File: src/rtl/mca_sequencer.sv
// Sequencer for the multi-clock-adder FIR summation tree: starts the tree, gates it for its
// latency, drives the per-group thermometer enable mask and hands the result downstream.
module mca_sequencer #(
  parameter int K_MAX             = 512,
  parameter int MCA_NUM_ADDITIONS = 16,
  parameter int WIDTH_COEFFICIENT = 32,
  parameter int TREE_LATENCY      = 34,
  localparam int G                = K_MAX / MCA_NUM_ADDITIONS,
  localparam int KW               = $clog2(G + 1)
) (
  input  logic                                clk,
  input  logic                                reset,
  input  logic [KW-1:0]                       cfg_k_groups,
  input  logic                                req_valid,
  output logic                                req_ready,
  output logic                                mca_start,
  output logic                                mca_enable_n,
  output logic [G-1:0]                        mca_k_mask,
  input  logic signed [WIDTH_COEFFICIENT-1:0] mca_sample,
  output logic signed [WIDTH_COEFFICIENT-1:0] out_sample,
  output logic                                out_valid,
  input  logic                                out_ready,
  output logic                                busy
);

  localparam int CW = $clog2(TREE_LATENCY);

  localparam logic [1:0] S_IDLE  = 2'd0;
  localparam logic [1:0] S_START = 2'd1;
  localparam logic [1:0] S_RUN   = 2'd2;
  localparam logic [1:0] S_DONE  = 2'd3;

  logic [1:0]    state_r;
  logic [1:0]    state_nxt_s;
  logic [CW-1:0] count_r;
  logic [KW-1:0] k_clamp_s;
  logic          k_zero_r;

  // Group i is enabled when i < k; k == G therefore yields all ones.
  function automatic logic [G-1:0] thermometer(input logic [KW-1:0] k);
    logic [G-1:0] m;
    m = '0;
    for (int i = 0; i < G; i++) begin
      if (i < int'(k)) m[i] = 1'b1;
      else             m[i] = 1'b0;
    end
    return m;
  endfunction

  assign req_ready = (state_r == S_IDLE);

  // Clamp the requested group count to the number of physical groups.
  always_comb begin
    if (cfg_k_groups > KW'(G)) k_clamp_s = KW'(G);
    else                       k_clamp_s = cfg_k_groups;
  end

  // Next-state decode.
  always_comb begin
    state_nxt_s = state_r;
    case (state_r)
      S_IDLE: begin
        if (req_valid) state_nxt_s = S_START;
        else           state_nxt_s = S_IDLE;
      end
      S_START: state_nxt_s = S_RUN;
      S_RUN: begin
        if (count_r == '0) state_nxt_s = S_DONE;
        else               state_nxt_s = S_RUN;
      end
      S_DONE: begin
        if (out_ready) state_nxt_s = S_IDLE;
        else           state_nxt_s = S_DONE;
      end
      default: state_nxt_s = S_IDLE;
    endcase
  end

  // State, counter and registered outputs; tree controls are registered from the next state.
  always_ff @(posedge clk) begin
    if (reset) begin
      state_r      <= S_IDLE;
      count_r      <= '0;
      k_zero_r     <= 1'b0;
      mca_start    <= 1'b0;
      mca_enable_n <= 1'b0;
      mca_k_mask   <= '0;
      out_sample   <= '0;
      out_valid    <= 1'b0;
      busy         <= 1'b0;
    end else begin
      state_r      <= state_nxt_s;
      mca_start    <= (state_nxt_s == S_START);
      mca_enable_n <= (state_nxt_s == S_START) || (state_nxt_s == S_RUN);
      busy         <= (state_nxt_s != S_IDLE);
      case (state_r)
        S_IDLE: begin
          // The mask is only ever loaded here, so it cannot move while the tree is summing.
          if (req_valid) begin
            mca_k_mask <= thermometer(k_clamp_s);
            k_zero_r   <= (k_clamp_s == '0);
          end
        end
        S_START: count_r <= CW'(TREE_LATENCY - 1);
        S_RUN: begin
          if (count_r == '0) begin
            out_sample <= k_zero_r ? '0 : mca_sample;
            out_valid  <= 1'b1;
          end else begin
            count_r <= count_r - CW'(1);
          end
        end
        S_DONE: begin
          if (out_ready) out_valid <= 1'b0;
        end
        default: ;
      endcase
    end
  end

endmodule

File: config.mk
export PLATFORM = sky130hd
export DESIGN_NAME = mca_sequencer
export DESIGN_NICKNAME = d
export VERILOG_FILES = /design/src/rtl/mca_sequencer.sv
export SDC_FILE = /design/constraint.sdc
export NUM_CORES = 1
export LEC_CHECK = 0
export BUFFER_PORTS_ARGS = -buffer_cell sky130_fd_sc_hd__clkbuf_2
export CAP_MARGIN = 5
export CORE_ASPECT_RATIO = 1.4
export CORE_UTILIZATION = 55
export DETAILED_ROUTE_END_ITERATION = 12
export HOLD_SLACK_MARGIN = 0.12
export PLACE_DENSITY = 0.93
export SETUP_SLACK_MARGIN = 0.4
export SYNTH_ARGS = -nofsm -noshare
export SYNTH_HDL_FRONTEND = slang
export SYNTH_SLANG_ARGS = --single-unit
File: constraint.sdc
create_clock -name clk -period 4.47 [get_ports clk]
set_input_delay 0 -clock clk [delete_from_list [all_inputs] [get_ports clk]]
set_output_delay 0 -clock clk [all_outputs]
set_load 0.01 [all_outputs]
# Word-level counts from Yosys, hierarchy flattened
# Index checks and enable logic that the tools add are counted.
# classes
addsub	1
order_cmp	33
eq_ne	8
n_mux	43
reduce_logical	11
# ops
op	n
$lt A5 B6 Y1 const A	16
$lt A4 B6 Y1 const A	8
$mux W1	36
$mux W32	1
$lt A3 B6 Y1 const A	4
$logic_not A6 Y1	2
$lt A1 B6 Y1 const A	2
$lt A2 B6 Y1 const A	2
$mux W6	2
$pmux W6 S2	1
$pmux W2 S4	1
$eq A2 B2 Y1 const B	3
$gt A6 B6 Y1 const B	1
$ne A2 B2 Y1 const B	3
$reduce_and A2 Y1	3
$reduce_bool A2 Y1	3
$sub A6 B1 Y6 const B	1
$eq A2 B1 Y1 const B	2
$reduce_and A3 Y1	1
$logic_not A2 Y1	1
$mux W2	1
$pmux W1 S2	1
$logic_or A1 B1 Y1	1
# word_totals
ff_bits	77
out_inout_bits	69
wordCells	105

# Logic depth before layout (Yosys ltp)
# Gate-level depths: netlist of run 1.
# logic_depth
depth_word	5
depth_mapped	8
mapped_depth_nobuf	7

# Worst setup path before layout of run 1
# Ideal clock, no wire load.
# synth_path
kind	reg-to-reg
start	reg state_r[1]
end	reg mca_enable_n
t_arrival_ps	1725
t_required_ps	4343
path_slack_ps	2618
stages_incl_launch_ff	8
n_path_buf	2
period_less_slack_ps	1852
path_cell_list	dfxtp_1 buf_4 or3b_2 buf_2 o31a_1 and2_1 ha_1 nor2b_1
# synth_between
elab_chain_cells	4
elab_cells_between_ends	8
cone_classes	eq/ne: 5; mux: 1; reduce/logical: 2
# synth_lines
item	line	rtl
start: declaration	33	logic [1:0] state_r;
start signal: assignment	92	state_r <= state_nxt_s;
$eq A2 B2 Y1 (tied with other cells)	61	case (state_r)
$pmux W2 S4 (*)	61	
$eq A2 B1 Y1 / $eq A2 B2 Y1 (equally long branches)	94	mca_enable_n <= (state_nxt_s == S_START) || (state_nxt_s == S_RUN);
$logic_or A1 B1 Y1 (*)	94	
end signal: assignment	94	
end: declaration	17	output logic mca_enable_n,
# Mark *: on every way between the ends. The rest lies on a longest branch, timed or not.
# A chain may end at the register's enable or synchronous reset.

# Worst setup path in the final report of run 1
# layout_path
start	reg state_r[0]
end	reg mca_enable_n
# The elaborated chain is that of the path after synthesis.

==> flow_summary.yaml, run 1 <==
setup_path:
  critical_path_required_ns: 4.66
  path_class: "reg -> reg"
  worstPathMaxFanout: 38
  critical_path.cell_chain: "buf_4, inv_1, o31a_1, and2_1, ha_1, nor2b_1"
  timing.critical_path.slowest_stage_cell: "dfxtp_1"
  crit_path_launch_type: "register"
  critPathCaptureType: "register"
  cp_slowest_stage_delay_ns: 0.63
  critical_path_arrival_ns: 3.05
routing:
  detail_route.wl_per_cell_um: 17.2
  drtAntennaViolNets: 0
  firstDrtPassIters: 5
  vias_per_cell: 6.26
  initial_drc_count: 468
  drt_drc_violations_left: 0
  drt_wl_total_um: 10600
  vias_post_dr: 3861
grt:
  grt_use_total: 0.314
  first_pass_grt_wire_length_um: 17300
  grt_pass1_vias: 3653
  pin_count_of_the_biggest_net_entering_global_routing: 59
  antenna_found_initial: 0
  grt_remaining_overflow: 0
cells_and_area:
  seq_area_um2: 1540
  post_route_cells_drive_above_1_share: 0.253
  area.growth.synth_to_final_pct: 31.0
  number_of_diodes_added_for_antenna_fixing: 0
  finish.net_count: 585
  n_fill_cell: 410
  area_taken_by_multi_input_logic_gates_um2: 1800
sta:
  finalSetupTns_ns: 0
  slew-limit-headroom: 0.192
  finalSetupViolCount: 0
  hold_viol_final: 0
  worstMarginPinSlew_ns: 1.21
  max_freq_mhz: 350
  worst_hold_slack_ns: 0.169
  timing_max_transition_violations_final: 0
  final_critical_path_setup_slack_ns: 1.61
  post_route_clock_skew_ns: 0.0119
  grt_setup_unrepaired: "no"
  final.min_clock_period_ns: 2.86
  fin_crit_sh: 0.640
cts:
  cts.path.max_buffers: 2
  clock_sink_count: 77
  cts.root.buffer_cell: "clkbuf_8"
  clock_network_latency_to_the_later_pin_of_the_worst_skew_pair_ns: 0.34
  postCtsSetupRepairBufs: 0
  clk_transition_reported_paths_ns: 0.08
  htreeDepth: 3
  cts_tree: "built"
  number_of_cts_inserted_buffers: 9
  count_of_cells_resized_by_post_cts_repair: 0
  hold_buffer_count_at_cts: 38
synth:
  synth-seq-cells: 77
  synth-seq-area-share: 0.433
  postSynth.asyncResetShare: 0
  postSynthNetCount: 470
  syn_avg_cell_area_um2: 8.38
  synthesis.area_um2: 3560
  synth-edff-count: 0
  unique_cell_type_count_in_the_yosys_netlist: 49
  synth_flop_cell: "dfxtp_1"
  synth_cells: 425
  synth_warnings: 0
power_and_ir_drop:
  power.leakage_nw: 1.93
  internal_power_mw: 1.31
  switching_share: 0.308
  seq_power_share: 0.425
  p_comb_frac: 0.242
  power-per-cell-area_nw_per_um2: 406
  power.clock.fraction: 0.333
  power.net_switching_uw: 584
  ir_drop_v: 0.000271
place:
  place_worst_setup_slack_ns: 1.68
  io_buffer_count: 110
  final_weighted_congestion_in_routability_driven_placement: 0.830
  hpwlAfterDp_um: 5790
floorplanning:
  ioPinCount: 111
  standard_cell_row_count: 34
  floorplan.initialDensity: 0.573
  coreArea_um2: 6210
  floorplan.die_area_um2: 6800
  chipHeight_um: 97.2
  die_x_um: 70.0
run:
  maxCapViolations: 0
outcome:
  status: "finished, final reports clean"
min_path:
  timing.hold.worst.class: "in -> reg"
## sequential cells by signal (all words and copies together) (netlist names)
signal and count:
mca_start 1, out_sample 32, mca_enable_n 1, busy 1, count_r 6, k_zero_r 1
out_valid 1, mca_k_mask 32, state_r 2
## cells in the final DEF, fill, tap and decap left out, drive strengths merged, types with 2 or more instances in the layout
master / count
a31oi: 4
a32o: 3
ha: 3
and3: 3
inv: 6
bufinv: 3
or3: 2
o21bai: 2
nand4: 32
nand2b: 3
a211oi: 4
nand3: 5
o21ai: 20
dfxtp: 77
o211ai: 9
and3b: 2
nor3b: 2
a21o: 2
buf: 5
o31ai: 32
a21oi: 60
or4b: 3
clkbuf: 122
nand2: 20
nor2: 17
dlygate4sd3: 38
o31a: 2
nor2b: 37
nor3: 9
## layout make-up
type	count	area share
multi-input combinational	293	0.386
sequential	77	0.330
timing repair buffer	153	0.208
clock buffer	12	0.0311
clock inverter	4	0.0204
tap	72	0.0193
inverter	6	0.00483
## synth_stat cells (2+ instances only)
library cell / n / area share
nand2_1: 20 / 0.021
or4b_2: 2 / 0.0056
o211ai_1: 9 / 0.019
a21o_1: 2 / 0.0042
buf_1: 5 / 0.0053
a31oi_1: 4 / 0.0070
nand2b_1: 3 / 0.0053
and3_1: 3 / 0.0053
or3_1: 2 / 0.0035
o21ai_0: 20 / 0.028
nor2b_1: 37 / 0.065
nor2_1: 17 / 0.018
inv_1: 6 / 0.0063
o31ai_1: 32 / 0.067
a32o_1: 3 / 0.0084
nor3_1: 8 / 0.011
a21oi_1: 60 / 0.084
nand3_1: 5 / 0.0070
clkbuf_1: 34 / 0.036
nand4_1: 32 / 0.056
o21bai_1: 2 / 0.0042
a211oi_1: 4 / 0.0084
ha_1: 3 / 0.011
and3b_1: 2 / 0.0049
dfxtp_1: 77 / 0.43
o31a_1: 2 / 0.0049
buf_2: 9 / 0.013
## critical path, delay by kind of cell (launching register included)
kind / cells / cell delay, ns
flip-flops: 1 / 0.63
adder cells (fa/ha/maj): 1 / 0.27
buffers and inverters: 2 / 1.01
AND/OR/NAND/NOR: 2 / 0.27
AO/OA/AOI/OAI: 1 / 0.51
## layer usage
metal  GRT usage  routed length, um
met5           0                  0
met3      0.0778                872
met4       0.126                231
met2       0.550               5550
met1       0.360               3960
## power by group through the flow
| stage | Combinational [mW] | Clock [mW] | Sequential [mW] |
|---|---|---|---|
| finish | 0.460 | 0.631 | 0.805 |
| CTS | 0.445 | 0.636 | 0.802 |
| floorplan | 0.272 | 0 | 0.830 |
| global route | 0.498 | 0.669 | 0.812 |
| detailed placement | 0.416 | 0 | 0.817 |
| global placement | 0.405 | 0 | 0.814 |
## through the flow
step	power, mW	utilization	cell area [um2]	instances
after floorplan	1.10	-	3560	425
after global placement	1.22	0.651	4040	563
after detailed placement	1.23	0.651	4040	563
after CTS	1.88	0.751	4660	617
after global routing	1.98	0.751	4660	617
final	1.90	0.751	4660	617
## path summary, 6_finish.rpt
path,start,end,slack [ns],depth (start not counted)
max,state_r[0],mca_enable_n,1.61,6
min,req_valid,mca_k_mask[21],0.17,4
max reg2reg,state_r[0],mca_enable_n,1.61,6
min reg2reg,mca_k_mask[17],mca_k_mask[17],0.46,2
## logic make-up after synthesis
family | share of synthesized area
fa+ha+maj | 0.0105
simple gates | 0.235
compound gates | 0.259
flops | 0.433
buf+inv | 0.0622
No activity file was read; power rests on OpenSTA's default activity.
==> inputs of run 2 (changes only) <==
--- a/config.mk
+++ b/config.mk
@@ -8,10 +8,10 @@
 export BUFFER_PORTS_ARGS = -buffer_cell sky130_fd_sc_hd__clkbuf_2
 export CAP_MARGIN = 5
 export CORE_ASPECT_RATIO = 1.4
-export CORE_UTILIZATION = 55
+export CORE_UTILIZATION = 51
 export DETAILED_ROUTE_END_ITERATION = 12
 export HOLD_SLACK_MARGIN = 0.12
-export PLACE_DENSITY = 0.93
+export PLACE_DENSITY = 0.88
 export SETUP_SLACK_MARGIN = 0.4
 export SYNTH_ARGS = -nofsm -noshare
 export SYNTH_HDL_FRONTEND = slang
==> constraint.sdc (replaced) <==
create_clock -name clk -period 3 [get_ports clk]
set_input_delay 0 -clock clk [delete_from_list [all_inputs] [get_ports clk]]
set_output_delay 0 -clock clk [all_outputs]
set_load 0.01 [all_outputs]
==> run 2 against run 1 <==
Against the previous run: power rose by 50%; via count shrank 0.65%; die area grew 7.7%; sequential power rose by 48%; count of clock-buffer cells in the layout shrank 2; global-route usage is 2.2 points lower; critical path depth is 1 lower; register-to-register slack lost 0.69 ns; hold slack worse by 0.026 ns; worst setup slack got worse by 0.69 ns; first-iteration DRC count shrank 52%; critical path type unchanged; largest cell class unchanged.
==> flow_summary.yaml, run 2 (same netlist as run 1, synthesis figures left out) <==
outcome:
  status: "finished, final reports clean"
routing:
  firstDrtPassIters: 5
  drt_wl_total_um: 10500
  detail_route.wl_per_cell_um: 16.5
  drtAntennaViolNets: 0
  vias_post_dr: 3836
  drt_drc_violations_left: 0
  vias_per_cell: 6.00
  initial_drc_count: 224
cts:
  hold_buffer_count_at_cts: 38
  clk_transition_reported_paths_ns: 0.08
  count_of_cells_resized_by_post_cts_repair: 0
  cts.path.max_buffers: 2
  clock_network_latency_to_the_later_pin_of_the_worst_skew_pair_ns: 0.35
  htreeDepth: 3
  postCtsSetupRepairBufs: 0
  clock_sink_count: 77
  cts_tree: "built"
  number_of_cts_inserted_buffers: 9
  cts.root.buffer_cell: "clkbuf_8"
power_and_ir_drop:
  power.leakage_nw: 1.94
  power-per-cell-area_nw_per_um2: 604
  power.clock.fraction: 0.338
  p_comb_frac: 0.242
  seq_power_share: 0.420
  power.net_switching_uw: 889
  switching_share: 0.313
  internal_power_mw: 1.96
  ir_drop_v: 0.000348
sta:
  hold_viol_final: 0
  final.min_clock_period_ns: 2.08
  max_freq_mhz: 482
  finalSetupTns_ns: 0
  slew-limit-headroom: 0.173
  finalSetupViolCount: 0
  worstMarginPinSlew_ns: 1.24
  grt_setup_unrepaired: "no"
  final_critical_path_setup_slack_ns: 0.925
  timing_max_transition_violations_final: 0
  post_route_clock_skew_ns: 0.0148
  worst_hold_slack_ns: 0.143
  fin_crit_sh: 0.692
floorplanning:
  ioPinCount: 111
  floorplan.initialDensity: 0.535
  floorplan.die_area_um2: 7320
  chipHeight_um: 101
  coreArea_um2: 6660
  die_x_um: 72.6
  standard_cell_row_count: 35
setup_path:
  critical_path.cell_chain: "or3b_2, o31a_1, and2_1, ha_1, nor2b_1"
  capturing_instance_or_port_of_the_critical_path: "mca_enable_n"
  critPathCaptureType: "register"
  timing.critical_path.slowest_stage_cell: "or3b_2"
  setup.worst_path.start: "state_r[1]"
  cp_slowest_stage_delay_ns: 0.75
  crit_path_launch_type: "register"
  path_class: "reg -> reg"
  critical_path_arrival_ns: 2.30
  worstPathMaxFanout: 21
  worstRegToRegCells: 5
  rr_startpoint: "state_r[1]"
  critical_path_required_ns: 3.23
  critical_path.reg2reg.endpoint: "mca_enable_n"
  r2r_setup_slk_ns: 0.92
place:
  io_buffer_count: 110
  dpl.cell_count: 585
  final_weighted_congestion_in_routability_driven_placement: 0.780
  hpwlAfterDp_um: 5920
  place_worst_setup_slack_ns: 0.938
grt:
  grt_use_total: 0.292
  grt_pass1_vias: 3658
  antenna_found_initial: 0
  first_pass_grt_wire_length_um: 17000
  pin_count_of_the_biggest_net_entering_global_routing: 40
  grt_remaining_overflow: 0
cells_and_area:
  finish.net_count: 587
  mostFrequentLayoutCell: "clkbuf_2"
  reg_top3: "mca_k_mask: 32 flops, out_sample: 32 flops, count_r: 6 flops"
  stdcell_count: 639
  most-common-layout-cells: "clkbuf_2, dfxtp_1, a21oi_1"
  area.growth.synth_to_final_pct: 32.4
  post_route_cells_drive_above_1_share: 0.260
  fin_util: 0.708
  number_of_diodes_added_for_antenna_fixing: 0
min_path:
  timing.hold.worst.class: "in -> reg"
run:
  maxCapViolations: 0
==> run 2: cell types whose count changed in the layout (fill, tap and decap cells not counted) <==
cell	change
buf_4	+2
clkbuf_1	-2
clkinvlp_4	+2
==> run 2: area by class of cell <==
| type | count | area [um2] |
|---|---|---|
| Clock buffer | 10 | 138 |
| Fill cell | 495 | 1940 |
| Tap cell | 92 | 115 |
| Sequential cell | 77 | 1540 |
| Clock inverter | 6 | 110 |
| Multi-Input combinational cell | 293 | 1800 |
| Timing Repair Buffer | 155 | 983 |
| Inverter | 6 | 22.5 |
==> run 2: power groups by stage <==
| stage | logic (mW) | clock network (mW) | registers, mW |
|---|---|---|---|
| 2_1_floorplan | 0.406 | 0 | 1.24 |
| 3_3_place_gp | 0.621 | 0 | 1.21 |
| 3_5_place_dp | 0.635 | 0 | 1.21 |
| 4_1_cts | 0.678 | 0.962 | 1.19 |
| 5_1_grt | 0.756 | 1.00 | 1.20 |
| 6_report | 0.689 | 0.962 | 1.19 |
==> run 2: critical path, delay by kind of cell (launching register included) <==
| kind | cells | cell delay [ns] |
|---|---|---|
| AO/OA/AOI/OAI | 1 | 0.21 |
| flip-flops | 1 | 0.45 |
| AND/OR/NAND/NOR | 3 | 1.02 |
| adder cells (fa/ha/maj) | 1 | 0.27 |
==> run 2: how the worst min path moves through the flow <==
stage                     end           start  slack, ns  depth (start not counted)
2_1_floorplan      count_r[0]           reset       0.16                          2
3_3_place_gp       state_r[0]       out_ready       0.38                          3
3_5_place_dp   out_sample[15]  mca_sample[15]       0.38                          4
4_1_cts        mca_k_mask[21]       req_valid       0.14                          4
5_1_grt        mca_k_mask[29]       req_valid       0.16                          4
6_report       mca_k_mask[21]       req_valid       0.14                          4
==> run 2: through the flow <==
step / total power [mW] / cell area [um2]
floorplan: 1.64 / 3560
global placement: 1.83 / 4080
detailed placement: 1.85 / 4080
CTS: 2.83 / 4710
global route: 2.97 / 4710
finish: 2.84 / 4710
==> run 2: per-layer routing <==
layer / GRT usage / part of all wire
met3: 0.0750 / 0.074
met4: 0.134 / 0.018
met5: 0 / 0
met2: 0.508 / 0.52
met1: 0.329 / 0.39
